## src/rtl/seq_arith_pkg.sv

```systemverilog
// Shared opcodes and FSM state encoding for the sequential arithmetic unit.
package seq_arith_pkg;

  localparam logic [1:0] OP_ADD = 2'b00;
  localparam logic [1:0] OP_SUB = 2'b01;
  localparam logic [1:0] OP_MUL = 2'b10;
  localparam logic [1:0] OP_DIV = 2'b11;

  typedef enum logic [1:0] {
    ST_IDLE = 2'b00,
    ST_RUN  = 2'b01,
    ST_DONE = 2'b10
  } state_t;

endpackage

```

## src/rtl/seq_arith_iter_core.sv

```systemverilog
// One shift-add multiply or restoring-divide step per enable, sharing a single
// WIDTH+2-bit adder. Exposes the next-step values so the caller can capture the final step.
module seq_arith_iter_core #(
  parameter int WIDTH = 8
) (
  input  logic             clk,
  input  logic             reset,
  input  logic             load,
  input  logic             en,
  input  logic             is_div,
  input  logic [WIDTH-1:0] a,
  input  logic [WIDTH-1:0] b,
  output logic [WIDTH-1:0] hi_nxt,
  output logic [WIDTH-1:0] lo_nxt
);

  logic [WIDTH-1:0] hi_r;
  logic [WIDTH-1:0] lo_r;
  logic [WIDTH-1:0] b_r;
  logic             div_r;
  logic [WIDTH:0]   lhs_s;
  logic [WIDTH:0]   addend_s;
  logic [WIDTH+1:0] sum_s;

  // Shared adder: MUL adds B to the partial product; DIV subtracts B from the shifted remainder.
  always_comb begin
    lhs_s    = div_r ? {hi_r, lo_r[WIDTH-1]} : {1'b0, hi_r};
    addend_s = div_r ? ~{1'b0, b_r} : {1'b0, b_r};
    sum_s    = {1'b0, lhs_s} + {1'b0, addend_s} + {{(WIDTH+1){1'b0}}, div_r};
  end

  // Next-step selection; sum_s[WIDTH+1] is the "no borrow" bit of the divide trial subtraction.
  always_comb begin
    hi_nxt = hi_r;
    lo_nxt = lo_r;
    if (div_r) begin
      if (sum_s[WIDTH+1]) begin
        hi_nxt = sum_s[WIDTH-1:0];
      end else begin
        hi_nxt = lhs_s[WIDTH-1:0];
      end
      lo_nxt = {lo_r[WIDTH-2:0], sum_s[WIDTH+1]};
    end else begin
      if (lo_r[0]) begin
        {hi_nxt, lo_nxt} = {sum_s[WIDTH:0], lo_r[WIDTH-1:1]};
      end else begin
        {hi_nxt, lo_nxt} = {1'b0, hi_r, lo_r[WIDTH-1:1]};
      end
    end
  end

  // Working registers: load seeds the operands, en advances one iteration.
  always_ff @(posedge clk or posedge reset) begin
    if (reset) begin
      hi_r  <= {WIDTH{1'b0}};
      lo_r  <= {WIDTH{1'b0}};
      b_r   <= {WIDTH{1'b0}};
      div_r <= 1'b0;
    end else if (load) begin
      hi_r  <= {WIDTH{1'b0}};
      lo_r  <= a;
      b_r   <= b;
      div_r <= is_div;
    end else if (en) begin
      hi_r  <= hi_nxt;
      lo_r  <= lo_nxt;
    end
  end

endmodule

```

## src/rtl/seq_arith_unit.sv

```systemverilog
// Sequential add/sub/mul/div unit with a start/done handshake; MUL and DIV
// iterate over WIDTH cycles in seq_arith_iter_core, results are registered on entry to DONE.
module seq_arith_unit
  import seq_arith_pkg::*;
#(
  parameter int WIDTH = 8
) (
  input  logic             clk,
  input  logic             reset,
  input  logic             i_start,
  input  logic [1:0]       i_op,
  input  logic [WIDTH-1:0] i_value_a,
  input  logic [WIDTH-1:0] i_value_b,
  output logic             o_busy,
  output logic             o_done,
  output logic [WIDTH-1:0] o_result_lo,
  output logic [WIDTH-1:0] o_result_hi,
  output logic             o_div_by_zero
);

  localparam int CW = $clog2(WIDTH + 1);

  state_t           state_r;
  logic [CW-1:0]    cnt_r;
  logic             dz_pend_r;
  logic [WIDTH:0]   add_s;
  logic [WIDTH:0]   sub_s;
  logic             core_load_s;
  logic             core_en_s;
  logic             core_div_s;
  logic [WIDTH-1:0] core_hi_s;
  logic [WIDTH-1:0] core_lo_s;

  // Single-cycle ADD/SUB results and iteration-core controls.
  always_comb begin
    add_s       = {1'b0, i_value_a} + {1'b0, i_value_b};
    sub_s       = {1'b0, i_value_a} - {1'b0, i_value_b};
    core_load_s = (state_r == ST_IDLE) && i_start && i_op[1];
    core_en_s   = (state_r == ST_RUN);
    core_div_s  = (i_op == OP_DIV);
  end

  seq_arith_iter_core #(.WIDTH(WIDTH)) u_core (
    .clk    (clk),
    .reset  (reset),
    .load   (core_load_s),
    .en     (core_en_s),
    .is_div (core_div_s),
    .a      (i_value_a),
    .b      (i_value_b),
    .hi_nxt (core_hi_s),
    .lo_nxt (core_lo_s)
  );

  // FSM, iteration counter, handshake and result registers.
  always_ff @(posedge clk or posedge reset) begin
    if (reset) begin
      state_r       <= ST_IDLE;
      cnt_r         <= {CW{1'b0}};
      dz_pend_r     <= 1'b0;
      o_busy        <= 1'b0;
      o_done        <= 1'b0;
      o_result_lo   <= {WIDTH{1'b0}};
      o_result_hi   <= {WIDTH{1'b0}};
      o_div_by_zero <= 1'b0;
    end else begin
      case (state_r)
        ST_IDLE: begin
          o_done <= 1'b0;
          if (i_start) begin
            o_busy <= 1'b1;
            case (i_op)
              OP_ADD: begin
                state_r       <= ST_DONE;
                o_done        <= 1'b1;
                o_result_lo   <= add_s[WIDTH-1:0];
                o_result_hi   <= {{(WIDTH-1){1'b0}}, add_s[WIDTH]};
                o_div_by_zero <= 1'b0;
              end
              OP_SUB: begin
                state_r       <= ST_DONE;
                o_done        <= 1'b1;
                o_result_lo   <= sub_s[WIDTH-1:0];
                o_result_hi   <= {{(WIDTH-1){1'b0}}, sub_s[WIDTH]};
                o_div_by_zero <= 1'b0;
              end
              OP_MUL, OP_DIV: begin
                state_r   <= ST_RUN;
                cnt_r     <= CW'(WIDTH);
                dz_pend_r <= (i_op == OP_DIV) && (i_value_b == {WIDTH{1'b0}});
              end
              default: begin
                state_r <= ST_IDLE;
                o_busy  <= 1'b0;
              end
            endcase
          end else begin
            o_busy <= 1'b0;
          end
        end
        ST_RUN: begin
          // The last iteration lands directly in the result registers.
          if (cnt_r == CW'(1)) begin
            state_r       <= ST_DONE;
            o_done        <= 1'b1;
            o_result_lo   <= core_lo_s;
            o_result_hi   <= core_hi_s;
            o_div_by_zero <= dz_pend_r;
          end else begin
            cnt_r <= cnt_r - CW'(1);
          end
        end
        ST_DONE: begin
          state_r <= ST_IDLE;
          o_busy  <= 1'b0;
          o_done  <= 1'b0;
        end
        default: begin
          state_r <= ST_IDLE;
          o_busy  <= 1'b0;
          o_done  <= 1'b0;
        end
      endcase
    end
  end

endmodule

```

## config.mk

```make
export PLATFORM = sky130hd
export DESIGN_NAME = seq_arith_unit
export DESIGN_NICKNAME = d
export VERILOG_FILES = /design/src/rtl/seq_arith_pkg.sv /design/src/rtl/seq_arith_iter_core.sv /design/src/rtl/seq_arith_unit.sv
export SDC_FILE = /design/constraint.sdc
export NUM_CORES = 1
export LEC_CHECK = 0
export ABC_AREA = 1
export CORE_MARGIN = 3
export CORE_UTILIZATION = 45
export CTS_CLUSTER_SIZE = 40
export DETAILED_ROUTE_END_ITERATION = 10
export PLACE_DENSITY_LB_ADDON = 0.12
export SKIP_CTS_REPAIR_TIMING = 1
export SLEW_MARGIN = 20
export SYNTH_ARGS = -nofsm -noshare
export SYNTH_HDL_FRONTEND = slang
export SYNTH_SLANG_ARGS = --single-unit
```

## constraint.sdc

```tcl
create_clock -name clk -period 3.21 [get_ports clk]
set_input_delay 0.321 -clock clk [delete_from_list [all_inputs] [get_ports clk]]
set_output_delay 0.321 -clock clk [all_outputs]
set_load 0.01 [all_outputs]
```

==> flow_metrics.py <==
metrics = {
    "worst_setup_path": {
        "reg2reg_from": "u_core.div_r",
        "worstSetupPathType": "flip-flop to flip-flop",
        "critPathLaunchType": "flip-flop",
        "r2r_cells": 13,
        "cp_max_fo": 23,
        "critPathTopFamily": "simple AND/OR/NAND/NOR gates",
        "cp_cell_sequence": "buf_4, xor2_1, ha_1, nand2_1, nand2_1, a21oi_1, nand3_2, inv_1, nand2_1, nand3_1, nand2_1, nand2_1, o21ai_0",
        "worst_setup_path_end_kind": "flip-flop",
        "cp.required_ns": 3.40,
        "cp.depth": 13,
        "critPathSlowestCell": "dfrtp_2",
        "critPathArrivalTime_ns": 2.97,
        "crit_top_cell": "nand2_1",
        "cp.buffers_inverters": 2,
        "crit_end": "u_core.hi_r[5]",
        "r2r_end": "u_core.hi_r[5]",
        "cp_slowest_stage_delay_ns": 0.60,
        "startpoint": "u_core.div_r",
        "reg2reg_slack_ns": 0.43,
    },
    "outcome": {
        "status": "finished, final reports clean",
    },
    "final_layout": {
        "drive_above_1_share": 0.0764,
        "fin_area_um2": 4360,
        "final_nets": 611,
        "area_growth_pct": 15.4,
        "n_antenna_cell": 0,
    },
    "clock_tree": {
        "htreeDepth": 2,
        "cts_made_buffers": 5,
        "cts.sinks": 51,
        "cts_tree": "done",
        "cts.clk_slew.worst_paths_ns": 0.11,
        "clk_latency_ns": 0.32,
        "clock_path_buffers": 2,
        "cts-root-buf": "clkbuf_8",
    },
    "floorplanning": {
        "ios": 40,
        "die_area_um2": 9520,
        "rows": 32,
        "die_w_um": 97.6,
        "start_util": 0.476,
        "dieHeight_um": 97.6,
        "core_area_um2": 7930,
    },
    "global_route": {
        "grt_pass1_vias": 3448,
        "grt_pass1_wl_mm": 16.8,
        "grt_max_degree": 41,
        "globalRouteOverflowTotal": 0,
        "gr-usage-all-layers": 0.216,
        "antenna_found_initial": 0,
    },
    "timing": {
        "rsz0062_at_grt": "no",
        "max_freq_mhz": 359,
        "tightest_slew_ns": 0.613,
        "finalSetupTns_ns": 0,
        "min_period_ns": 2.78,
        "slew_headroom": 0.591,
        "hold_viol": 0,
        "finalSetupViolations": 0,
        "hold_ws_ns": 0.231,
        "post-route-period-util": 0.867,
        "clock_skew_ns": 0.0118,
        "maxSlewViolCount": 0,
    },
    "drt": {
        "drt_pre_antenna_iters": 5,
        "first_iter_violations": 178,
        "via_per_inst": 5.33,
        "routed_wl_mm": 10.0,
        "ant_nets": 0,
        "drcViolationCount": 0,
        "wl_per_cell_um": 15.1,
        "vias": 3544,
    },
    "synthesis": {
        "yosysTopAreaCell": "dfrtp_1",
        "synthCells": 529,
        "syn_nets": 578,
        "ys_warn_count": 0,
        "synth_common_cells": "nand2_1 (141), inv_1 (68), dfrtp_1 (51), a21oi_1 (44), o21ai_0 (36)",
        "ys.flop_type": "dfrtp_1",
        "synth.distinct_cells": 35,
        "ys_seq_elements": 51,
        "syn_area_um2": 3770,
        "synth_edf_count": 0,
        "synth_area_leaders": "dfrtp_1 (34%), nand2_1 (14%), ha_1 (8.3%)",
        "synth.avg_cell_area_um2": 7.14,
        "yosysMostFrequentCell": "nand2_1",
        "synth_top_area_frac": 0.338,
        "seq_area_frac_synth": 0.338,
        "async_reset_ff_frac": 1.00,
    },
    "power": {
        "max-vdd-ir-drop_mv": 0.615,
        "p_leak_uw": 0.00218,
        "powerDensity_nw_per_um2": 1100,
    },
    "placement": {
        "place.gp.congestion": 0.922,
        "dpl.hpwl_mm": 7.69,
        "postPlaceCellArea_um2": 4240,
        "numPortBuffers": 39,
    },
    "run": {
        "max_cap_viol_count": 0,
    },
    "hold_path": {
        "holdCritPathClass": "input port to async pin",
    },
}
[stage by stage]
step | utilization | power, uW | std cells | setup slack, ns
final | 0.549 | 4810 | 665 | 0.427
after global routing | 0.549 | 5330 | 665 | 0.150
after CTS | 0.549 | 4840 | 665 | 0.217
after detailed placement | 0.535 | 4340 | 657 | 0.249
after global placement | 0.535 | 4330 | 657 | 0.303
after floorplan | - | 3480 | 529 | 0.758
[cell families after synthesis]
group | after synthesis | share of synthesized area
adder cells (fa/ha/maj) | 28 | 0.0988
buffers and inverters | 95 | 0.104
AO/OA/AOI/OAI | 119 | 0.179
flip-flops | 51 | 0.338
AND/OR/NAND/NOR | 225 | 0.255
XOR/XNOR | 11 | 0.0255
[cells in the final DEF, fill, tap and decap left out, types with 2 or more instances in the layout]
cell type / count
dfrtp_1: 50
o21ai_0: 36
o21ai_2: 4
clkbuf_8: 5
o211ai_1: 10
fa_1: 3
a31oi_1: 5
o221ai_1: 2
inv_2: 5
o21ai_1: 11
nand2_4: 2
nand2_1: 141
nand3_1: 32
a21oi_1: 44
or2_2: 2
buf_4: 6
nor2_1: 29
nand4_1: 9
clkdlybuf4s50_1: 39
inv_1: 67
o21bai_1: 3
ha_1: 25
inv_4: 2
a21oi_2: 2
nand2_2: 5
xor2_1: 11
nor2_2: 2
[worst min path at each step]
stage | startpoint | endpoint | depth (start not counted)
2_1_floorplan | i_value_a[2] | u_core.lo_r[2] | 2
3_3_place_gp | o_result_hi[5] | o_result_hi[5] | 2
3_5_place_dp | o_result_hi[6] | o_result_hi[6] | 2
4_1_cts | reset | u_core.hi_r[7] | 2
5_1_grt | reset | u_core.hi_r[7] | 2
6_report | reset | u_core.hi_r[7] | 2
[routing by layer]
metal / GRT usage / share of wire / up-vias
met5: 0 / 0 / -
met4: 0.0501 / 0.016 / 0
met3: 0.0287 / 0.038 / 12
met2: 0.387 / 0.50 / 89
met1: 0.274 / 0.44 / 1657
li1: - / - / 1786
[power breakdown]
part | leakage, uW | internal [uW] | switching (uW)
sequential | 0.000627 | 938 | 234
combinational | 0.00150 | 1170 | 1990
clock | 0.0000587 | 237 | 246
total | 0.00218 | 2350 | 2470
[state kept, by name, summed over array words and instances, names as in the netlist]
name,count
state_r,2
u_core.lo_r,8
u_core.hi_r,8
o_done,1
cnt_r,4
o_busy,1
o_div_by_zero,1
o_result_hi,8
dz_pend_r,1
o_result_lo,8
u_core.div_r,1
u_core.b_r,8
[cell type report]
type	instances	area [um2]
Clock buffer	5	68.8
Clock inverter	3	47.5
Fill cell	775	3570
Inverter	76	292
Multi-Input combinational cell	383	2110
Sequential cell	51	1280
Tap cell	102	128
Timing Repair Buffer	45	435
[worst reg2reg max path, cell delays in order (launching register included)]
cell and delay, ns:
dfrtp_2 0.60, buf_4 0.31, xor2_1 0.22, ha_1 0.29, nand2_1 0.08, nand2_1 0.06
a21oi_1 0.24, nand3_2 0.26, inv_1 0.23, nand2_1 0.07, nand3_1 0.09, nand2_1 0.07
nand2_1 0.06, o21ai_0 0.08
(Power assumes the default switching activity.)
